### src/rtl/ocp_master_arbiter.sv
// ocp_master_arbiter: two-requester round-robin arbiter in front of ocp_master_fsm.
// It grants the shared master, issues one read or write request, tracks the burst
// by watching the OCP bus, and returns done/error/read data to the owner.
module ocp_master_arbiter #(
  parameter int MADDR_WIDTH = 64,
  parameter int MDATA_WIDTH = 8,
  parameter int TIMEOUT     = 255
) (
  input  logic                   sys_clk,
  input  logic                   reset,
  // requester 0
  input  logic [MADDR_WIDTH-1:0] req0_address,
  input  logic [9:0]             req0_burst_length,
  input  logic [2:0]             req0_burst_seq,
  input  logic                   req0_read,
  input  logic                   req0_write,
  input  logic [MDATA_WIDTH-1:0] req0_write_data,
  output logic                   req0_grant,
  output logic                   req0_wr_next,
  output logic [MDATA_WIDTH-1:0] req0_read_data,
  output logic                   req0_read_valid,
  output logic                   req0_done,
  output logic                   req0_error,
  // requester 1
  input  logic [MADDR_WIDTH-1:0] req1_address,
  input  logic [9:0]             req1_burst_length,
  input  logic [2:0]             req1_burst_seq,
  input  logic                   req1_read,
  input  logic                   req1_write,
  input  logic [MDATA_WIDTH-1:0] req1_write_data,
  output logic                   req1_grant,
  output logic                   req1_wr_next,
  output logic [MDATA_WIDTH-1:0] req1_read_data,
  output logic                   req1_read_valid,
  output logic                   req1_done,
  output logic                   req1_error,
  // to / from ocp_master_fsm
  output logic [MADDR_WIDTH-1:0] address,
  output logic [9:0]             burst_length,
  output logic [2:0]             burst_seq,
  output logic [MDATA_WIDTH-1:0] write_data,
  output logic                   read_request,
  output logic                   write_request,
  input  logic [MDATA_WIDTH-1:0] read_data,
  // OCP bus monitor
  input  logic [2:0]             MCmd,
  input  logic                   SCmdAccept,
  input  logic [1:0]             SResp,
  input  logic                   SRespLast
);

  localparam logic [2:0] MCMD_WR    = 3'b001;
  localparam logic [1:0] SRESP_DVA  = 2'b01;
  localparam logic [1:0] SRESP_FAIL = 2'b10;
  localparam logic [1:0] SRESP_ERR  = 2'b11;
  // The timeout counter starts at 0 in the ISSUE cycle, so a stall of TIMEOUT
  // cycles is detected while the counter holds TIMEOUT-1.
  localparam logic [7:0] TO_LIMIT   = 8'(TIMEOUT - 1);

  typedef enum logic [2:0] {
    S_IDLE,
    S_ISSUE,
    S_WR_BURST,
    S_RD_BURST,
    S_DONE
  } state_t;

  state_t      r_state, w_next_state;
  logic        r_err, w_next_err;
  logic        r_win;       // 0: requester 0 owns the master, 1: requester 1
  logic        r_is_wr;     // latched opcode of the granted transaction
  logic [9:0]  r_len;       // latched burst length, 0 already mapped to 1
  logic [9:0]  r_beat;      // beats completed in the current burst
  logic [7:0]  r_to_cnt;    // cycles since the last progress
  logic        r_last;      // requester granted most recently

  logic        w_pend0, w_pend1, w_pick1, w_sel_wr;
  logic [9:0]  w_sel_len, w_len_adj, w_beat_inc;
  logic        w_wr_beat, w_rd_beat, w_beat, w_rd_err, w_timeout, w_gnt;

  // Arbitration: the requester not granted last wins a tie; write beats read.
  assign w_pend0    = req0_read | req0_write;
  assign w_pend1    = req1_read | req1_write;
  assign w_pick1    = w_pend1 & (~w_pend0 | ~r_last);
  assign w_sel_wr   = w_pick1 ? req1_write : req0_write;
  assign w_sel_len  = w_pick1 ? req1_burst_length : req0_burst_length;
  assign w_len_adj  = (w_sel_len == 10'd0) ? 10'd1 : w_sel_len;

  // Progress detection on the monitored OCP bus.
  assign w_wr_beat  = (r_state == S_WR_BURST) && (MCmd == MCMD_WR) && SCmdAccept;
  assign w_rd_beat  = (r_state == S_RD_BURST) && (SResp == SRESP_DVA);
  assign w_beat     = w_wr_beat | w_rd_beat;
  assign w_beat_inc = r_beat + 10'd1;
  assign w_rd_err   = (r_state == S_RD_BURST) &&
                      ((SResp == SRESP_ERR) || (SResp == SRESP_FAIL));
  assign w_timeout  = !w_beat && (r_to_cnt == TO_LIMIT);
  assign w_gnt      = (r_state != S_IDLE);

  // State and error-flag register.
  // NOTE: clocked state uses non-blocking assignments so every register samples
  // pre-edge values regardless of block ordering.
  always_ff @(posedge sys_clk) begin
    if (reset) begin
      r_state <= S_IDLE;
      r_err   <= 1'b0;
    end else begin
      r_state <= w_next_state;
      r_err   <= w_next_err;
    end
  end

  // Next-state logic; a beat is counted before an error or timeout is considered.
  // NOTE: defaults first so no path leaves a variable unassigned (no latches).
  always_comb begin
    w_next_state = r_state;
    w_next_err   = r_err;
    case (r_state)
      S_IDLE: begin
        w_next_err = 1'b0;
        if (w_pend0 || w_pend1) w_next_state = S_ISSUE;
      end
      S_ISSUE: w_next_state = r_is_wr ? S_WR_BURST : S_RD_BURST;
      S_WR_BURST: begin
        if (w_wr_beat && (w_beat_inc == r_len)) begin
          w_next_state = S_DONE;
          w_next_err   = 1'b0;
        end else if (w_timeout) begin
          w_next_state = S_DONE;
          w_next_err   = 1'b1;
        end
      end
      S_RD_BURST: begin
        if (w_rd_err || w_timeout) begin
          w_next_state = S_DONE;
          w_next_err   = 1'b1;
        end else if (w_rd_beat && ((w_beat_inc == r_len) || SRespLast)) begin
          w_next_state = S_DONE;
          w_next_err   = 1'b0;
        end
      end
      S_DONE:  w_next_state = S_IDLE;
      default: w_next_state = S_IDLE;
    endcase
  end

  // Transaction context, beat/timeout counters and round-robin history.
  always_ff @(posedge sys_clk) begin
    if (reset) begin
      r_win    <= 1'b0;
      r_is_wr  <= 1'b0;
      r_len    <= 10'd0;
      r_beat   <= 10'd0;
      r_to_cnt <= 8'd0;
      r_last   <= 1'b1;
    end else begin
      if (r_state == S_IDLE) begin
        r_beat   <= 10'd0;
        r_to_cnt <= 8'd0;
        if (w_pend0 || w_pend1) begin
          r_win   <= w_pick1;
          r_is_wr <= w_sel_wr;
          r_len   <= w_len_adj;
        end
      end else if (w_beat) begin
        r_beat   <= w_beat_inc;
        r_to_cnt <= 8'd0;
      end else if (r_state != S_DONE) begin
        r_to_cnt <= r_to_cnt + 8'd1;
      end
      if (r_state == S_DONE) r_last <= r_win;
    end
  end

  // Output steering: everything not belonging to the granted requester is 0.
  always_comb begin
    req0_grant      = w_gnt & ~r_win;
    req1_grant      = w_gnt &  r_win;
    address         = '0;
    burst_length    = 10'd0;
    burst_seq       = 3'd0;
    write_data      = '0;
    write_request   = (r_state == S_ISSUE) &  r_is_wr;
    read_request    = (r_state == S_ISSUE) & ~r_is_wr;
    req0_wr_next    = w_wr_beat & ~r_win;
    req1_wr_next    = w_wr_beat &  r_win;
    req0_read_valid = w_rd_beat & ~r_win;
    req1_read_valid = w_rd_beat &  r_win;
    req0_read_data  = req0_read_valid ? read_data : '0;
    req1_read_data  = req1_read_valid ? read_data : '0;
    req0_done       = (r_state == S_DONE) & ~r_win;
    req1_done       = (r_state == S_DONE) &  r_win;
    req0_error      = req0_done & r_err;
    req1_error      = req1_done & r_err;
    if (w_gnt) begin
      address      = r_win ? req1_address : req0_address;
      burst_length = r_len;
      burst_seq    = r_win ? req1_burst_seq : req0_burst_seq;
    end
    if (r_state == S_WR_BURST) write_data = r_win ? req1_write_data : req0_write_data;
  end

endmodule

### config.mk
export PLATFORM = sky130hd
export DESIGN_NAME = ocp_master_arbiter
export DESIGN_NICKNAME = d
export VERILOG_FILES = /design/src/rtl/ocp_master_arbiter.sv
export SDC_FILE = /design/constraint.sdc
export NUM_CORES = 1
export LEC_CHECK = 0
export BUFFER_PORTS_ARGS = -buffer_cell sky130_fd_sc_hd__clkbuf_2
export CORE_AREA = 2 2 117 119
export DETAILED_ROUTE_END_ITERATION = 7
export DIE_AREA = 0 0 119 121
export PLACE_DENSITY = 0.58
export SETUP_SLACK_MARGIN = 0.02
export SYNTH_ARGS = -nofsm -noshare
export SYNTH_HDL_FRONTEND = slang
export SYNTH_SLANG_ARGS = --single-unit
### constraint.sdc
create_clock -name sys_clk -period 2 [get_ports sys_clk]
set_clock_uncertainty 0.05 [all_clocks]
set_input_delay 0.4 -clock sys_clk [delete_from_list [all_inputs] [get_ports sys_clk]]
set_output_delay 0.4 -clock sys_clk [all_outputs]
set_load 0.03 [all_outputs]
==> results of run 1 <==
## cells in the mapped netlist, drive strengths merged (2+ instances only)
cell	number	area, sq um
or3	5	32.5
mux2i	86	861
nor3b	2	15.0
a211oi	10	75.1
clkbuf	19	71.3
xor2	10	87.6
o211ai	3	22.5
a31o	2	17.5
a2111oi	2	23.8
or2	2	12.5
nand2	17	63.8
and3b	2	17.5
nor4	2	12.5
nand4	5	46.3
o21ai	13	65.1
ha	3	37.5
nor2	114	428
a21oi	13	68.8
and4	2	17.5
xnor2	11	96.3
nor2b	14	90.1
nand3	6	30.0
and3	4	25.0
and2	18	114
nand4b	3	26.3
dfxtp	35	701
inv	5	18.8
buf	9	43.8
nor3	9	45.0
nand2b	3	18.8
## power groups by stage
stage | combinational, W | sequential, W | clock [W]
6_report | 0.00627 | 0.00109 | 0.000731
5_1_grt | 0.00663 | 0.00112 | 0.000784
4_1_cts | 0.00546 | 0.00108 | 0.000749
3_5_place_dp | 0.00487 | 0.00109 | 0
3_3_place_gp | 0.00488 | 0.00109 | 0
2_1_floorplan | 0.00331 | 0.000986 | 0
## sequential cells by signal, indices dropped and copies added, names as in the netlist
register / cells
r_beat: 10
r_err: 1
r_is_wr: 1
r_last: 1
r_len: 10
r_state: 3
r_to_cnt: 8
r_win: 1
## what timing repair did
item | in CTS | in global routing
cloned | 2 | 7
buffers inserted | 5 | 4
pin swaps | 3 | 16
gates resized for setup | 105 | 160
endpoints found under the setup margin | 101 | 102
## layout make-up
class | instances | area, sq um
timing repair buffer | 354 | 2500
multi-input combinational | 378 | 2790
inverter | 5 | 22.5
sequential | 35 | 713
antenna | 2 | 5.00
fill | 1273 | 6700
clock buffer | 7 | 133
tap | 176 | 220
clock inverter | 1 | 5.00
## critical path: stages (launching register included)
cell and delay (ns):
dfxtp_4 0.45, buf_4 0.17, clkbuf_16 0.18, mux2i_1 0.23
nor2_1 0.07, clkbuf_8 0.16
## through the flow
step	util [%]	area [sq um]
after floorplan	-	3380
after global placement	40.8	5330
after detailed placement	40.8	5330
after CTS	45.3	5930
after global routing	48.8	6390
final	48.8	6390
## per-layer routing
| layer | vias up | share of wire (%) | routed length [um] |
|---|---|---|---|
| met5 | - | 0 | 0 |
| met4 | 0 | 2.1 | 333 |
| met3 | 24 | 5.1 | 803 |
| met2 | 151 | 52 | 8290 |
| met1 | 2018 | 41 | 6440 |
| li1 | 2221 | - | - |
## how the worst max path moves through the flow
stage | startpoint | to | slack (ns) | cells after the start
floorplan | r_state[1]$_SDFFE_PP0P_ | req0_wr_next | -0.09 | 4
global placement | MCmd[1] | req0_wr_next | 0.01 | 4
detailed placement | MCmd[1] | r_err$_SDFFE_PP0P_ | 0.007 | 6
CTS | r_state[0]$_SDFFE_PP0P_ | address[52] | 0.004 | 6
global route | r_win$_SDFFE_PP0P_ | address[36] | -0.04 | 4
finish | r_win$_SDFFE_PP0P_ | address[51] | 0.02 | 5
## logic make-up (layout without fill, tap and decap cells)
logic type / after synthesis / in the layout
compound gates: 53 / 53
other cells: 0 / 2
buf+inv: 33 / 367
xor+xnor: 21 / 21
simple gates: 212 / 214
flops: 35 / 35
mux: 87 / 87
fa+ha+maj: 3 / 3
==> impl_metrics.toml, run 1 <==
[clock_network]
cts.clk_slew.worst_paths_ns = 0.05
clockBufferDepth = 2
clock_sinks = 35
cts-root-buf = "clkbuf_16"
htreeDepth = 2
clk_latency_ns = 0.27
numCtsBuffers = 5
hold_buffers = 0
tritoncts = "built"

[timing]
fmax_mhz = 506
fin_crit_ns = 1.98
slew_headroom_pct = 74.7
finalSetupTns_ns = 0
hold_violations = 0
finalCritPeriodShare_pct = 98.9
fin_ws_ns = 0.0228
hold-worst-slack_ns = 0.417
setup_viol = 0
rsz0062_at_grt = "yes"
tightest_slew_ns = 0.370
final_max_slew_viol_count = 0

[floorplan]
rows = 42
die_h_um = 121
initial_utilization_pct = 25.5
die-area_sq_mm = 0.0144
die_w_um = 119
io_pins = 304
fp.coreArea_sq_mm = 0.0131

[power]
vdd_ir_drop_max_v = 0.000954
p_leak_nw = 3.01
clockPowerShare_pct = 9.0
total_power_w = 0.00809
p_sw_w = 0.00409
internal-power_w = 0.00399
power_frac_seq_pct = 13.5
power_frac_comb_pct = 77.5
pwr_density_cell_mw_per_mm2 = 1270
switching_share_pct = 50.6

[synth]
synth_area_sq_mm = 0.00334
synth_compound_area_share_pct = 11.3
syn_nets = 638
synth_edf_count = 0
async_flop_share_pct = 0
synth_warnings = 0
synth_area_per_cell_sq_um = 7.53
ys_ff_latch = 35
synth_top_family_by_area = "simple AND/OR/NAND/NOR gates"
netlist_instances = 444
yosys.area_share.xor_xnor_pct = 5.50
synthAdderAreaFrac_pct = 1.12
synthFlopType = "dfxtp_1"
synthSimpleGateAreaFrac_pct = 31.0
synth_cell_types = 54
seq_area_frac_synth_pct = 21.0
synth_mux_area_share_pct = 26.1

[worst_setup_path]
crit_path_start_kind = "flip-flop"
reg2reg_to = "r_len[0]$_SDFFE_PP0P_"
endpoint_kind = "primary output"
critPathKind = "flip-flop to primary output"
path_max_fanout = 13
worstRegToRegCells = 8
critPathArrivalTime_ns = 1.53
cp.required_ns = 1.55
rrSetupSlack_ns = 0.09
reg2reg_from = "r_state[0]$_SDFFE_PP0P_"

[grt]
grtUsageMet1_pct = 23.4
grt_max_degree = 38
grtUsageTotal_pct = 19.0
grt_use_met3_pct = 3.99
antenna_found_initial = 2
grt_pass1_vias = 4110
grt_pass1_wl_um = 21700
top_usage_layer = "met2"
grt_overflow = 0
met2_usage_pct = 33.2

[outcome]
status = "finished clean"

[place]
placed_cells = 930
port_buffers = 303
hpwl_um = 12000
dp_slack_ns = 0.00669
place_congestion = 0.848

[layout]
area_growth_pct = 91.1
drive_gt1_share_pct = 55.5
finalNetCount = 973
fin_cells = 958
mostFrequentLayoutCells = "212 x clkbuf_2, 93 x nor2_1, 78 x mux2i_1"
final_common_cell = "clkbuf_2"

[run]
maxCapViolCount = 0

[drt]
routed_wl_um = 15900
vias_per_cell = 4.61
drt_iter0_markers = 212
dr.pass1.iters = 4
drc = 0
wire_per_inst_um = 16.6
vias = 4414
ant_nets = 0

[min_path]
hold_start = "req1_burst_length[3]"
hold_end = "r_len[3]$_SDFFE_PP0P_"
whs_path_depth = 3
hold_path_class = "input pin to flip-flop"
Power figures use the tool's default switching activity.
==> run 2, diff against run 1 <==
- clock period: 2 -> 1.6 ns (I/O delays scaled with it)
==> impl_metrics.toml, run 2 (same netlist as run 1, synthesis figures left out) <==
[outcome]
status = "complete, but fails checks"
violations = "negative setup slack"

[grt]
grt_pass1_wl_um = 29100
grt_pass1_vias = 5432
antenna_found_initial = 2
grt_max_degree = 15
grtUsageTotal_pct = 25.7
grt_overflow = 0

[clock_network]
cts-root-buf = "clkbuf_16"
htreeDepth = 2
numCtsBuffers = 5
clock_sinks = 35
tritoncts = "built"
cts.clk_slew.worst_paths_ns = 0.06
clk_latency_ns = 0.29
clockBufferDepth = 2

[layout]
final_common_cell = "clkbuf_2"
top_regs = "r_beat (10), r_len (10), r_to_cnt (8)"
fin_util_pct = 73.8
drive_gt1_share_pct = 83.0
mostFrequentLayoutCells = "190 x clkbuf_2, 109 x buf_8, 96 x nor2_4"
nFillCells = 774
area_growth_pct = 189
finalNetCount = 1058

[worst_setup_path]
cp_common_cell = "buf_8"
rrSetupSlack_ns = -0.39
reg2reg_from = "r_state[0]$_SDFFE_PP0P_"
reg2reg_to = "r_len[7]$_SDFFE_PP0P_"
worstRegToRegCells = 10
crit_chain = "buf_12 -> buf_8 -> mux2i_1 -> nor2_4 -> buf_8"
cp_slowest_cell = "mux2i_1"
critPathKind = "flip-flop to primary output"
critPathArrivalTime_ns = 1.74
cp.required_ns = 1.23
path_max_fanout = 6
crit_path_start_kind = "flip-flop"
endpoint_kind = "primary output"
slowest_delay_ns = 0.50

[power]
pwr_density_cell_mw_per_mm2 = 1710
vdd_ir_drop_max_v = 0.00134
p_leak_nw = 4.03

[place]
hpwl_um = 13400
port_buffers = 303
place_congestion = 0.919

[floorplan]
initial_utilization_pct = 25.5
die_h_um = 121
die-area_sq_mm = 0.0144
die_w_um = 119
rows = 42
fp.coreArea_sq_mm = 0.0131
io_pins = 304

[min_path]
hold_end = "r_is_wr$_SDFFE_PP0P_"
hold_path_class = "input pin to flip-flop"
whs_path_depth = 3
hold_start = "req1_write"

[timing]
finalSetupTns_ns = -45.32
setup_viol = 148
fin_ws_ns = -0.511
fmax_mhz = 474
finalCritPeriodShare_pct = 132
fin_crit_ns = 2.11
hold_violations = 0
slew_headroom_pct = 63.5
final_max_slew_viol_count = 0
tightest_slew_ns = 0.533
rsz0062_at_grt = "yes"

[drt]
ant_nets = 0
vias_per_cell = 5.10
wire_per_inst_um = 20.6
routed_wl_um = 21500
vias = 5316
drt_iter0_markers = 184
dr.pass1.iters = 4
drc = 0

[run]
maxCapViolCount = 0
## run 2: cell types whose count changed in the layout (fill, tap and decap cells not counted), moves of 17 or more
cell,change
clkbuf_2,-22
buf_6,+26
buf_8,+95
mux2i_4,+41
nor2_4,+83
nor2_1,-80
mux2i_1,-53
buf_4,+17
buf_2,-29
## run 2: cell type report
class	count	area [sq um]	area share, %
diodes	2	5.00	0.0518
clock buffers	5	125	1.30
clock inverters	3	43.8	0.453
inverters	5	22.5	0.233
multi-input cells	379	4350	45.0
flip-flops and latches	35	728	7.54
well taps	176	220	2.28
repair buffers	438	4170	43.1
## run 2: routing by layer
metal	GRT usage (%)	wire length (um)	share of wire [%]	up-vias
met5	0	0	0	-
li1	-	-	-	2406
met2	49.0	11500	53	254
met4	6.25	697	3.2	0
met3	4.89	1440	6.7	55
met1	29.2	7870	37	2601
## run 2: power by group
group / switching, W / internal, W / leakage [nW]
combinational: 0.00692 / 0.00702 / 3.65
clock: 0.000404 / 0.000735 / 0.0838
sequential: 0.000299 / 0.00110 / 0.293
## run 2: worst max path at each step
stage / startpoint / end / slack (ns) / depth (start not counted)
after floorplan: r_state[0]$_SDFFE_PP0P_ / address[58] / -0.16 / 5
after global placement: MCmd[1] / r_err$_SDFFE_PP0P_ / -0.26 / 6
after detailed placement: MCmd[1] / r_err$_SDFFE_PP0P_ / -0.30 / 6
after CTS: r_state[1]$_SDFFE_PP0P_ / req1_read_data[2] / -0.39 / 6
after global routing: r_win$_SDFFE_PP0P_ / address[38] / -0.55 / 5
final: r_win$_SDFFE_PP0P_ / address[38] / -0.51 / 5
## run 2: what timing repair did
action | 4_1_cts | 5_1_grt
gates cloned | 9 | 4
pin swaps | 93 | 70
setup buffers | 34 | 18
gates resized for setup | 430 | 256
hold buffers | 0 | 0
setup endpoints to repair | 139 | 148
## run 2: critical path, delay by kind of cell (launching register included)
| family | cells | cell delay (ns) |
|---|---|---|
| and+or+nand+nor | 1 | 0.10 |
| buffers and inverters | 3 | 0.46 |
| muxes | 1 | 0.50 |
| DFF | 1 | 0.38 |
## run 2: metrics by stage
stage          std cells  hold WS (ns)  power, W  cell area (sq um)  setup slack [ns]
2_1_floorplan        444         0.343   0.00709               4120            -0.156
6_report            1043         0.379    0.0165               9660            -0.511
4_1_cts             1032         0.372    0.0148               8910            -0.388
5_1_grt             1042         0.409    0.0170               9650            -0.550
3_3_place_gp         982         0.419   0.00953               6430            -0.256
3_5_place_dp         982         0.446   0.00964               6430            -0.305
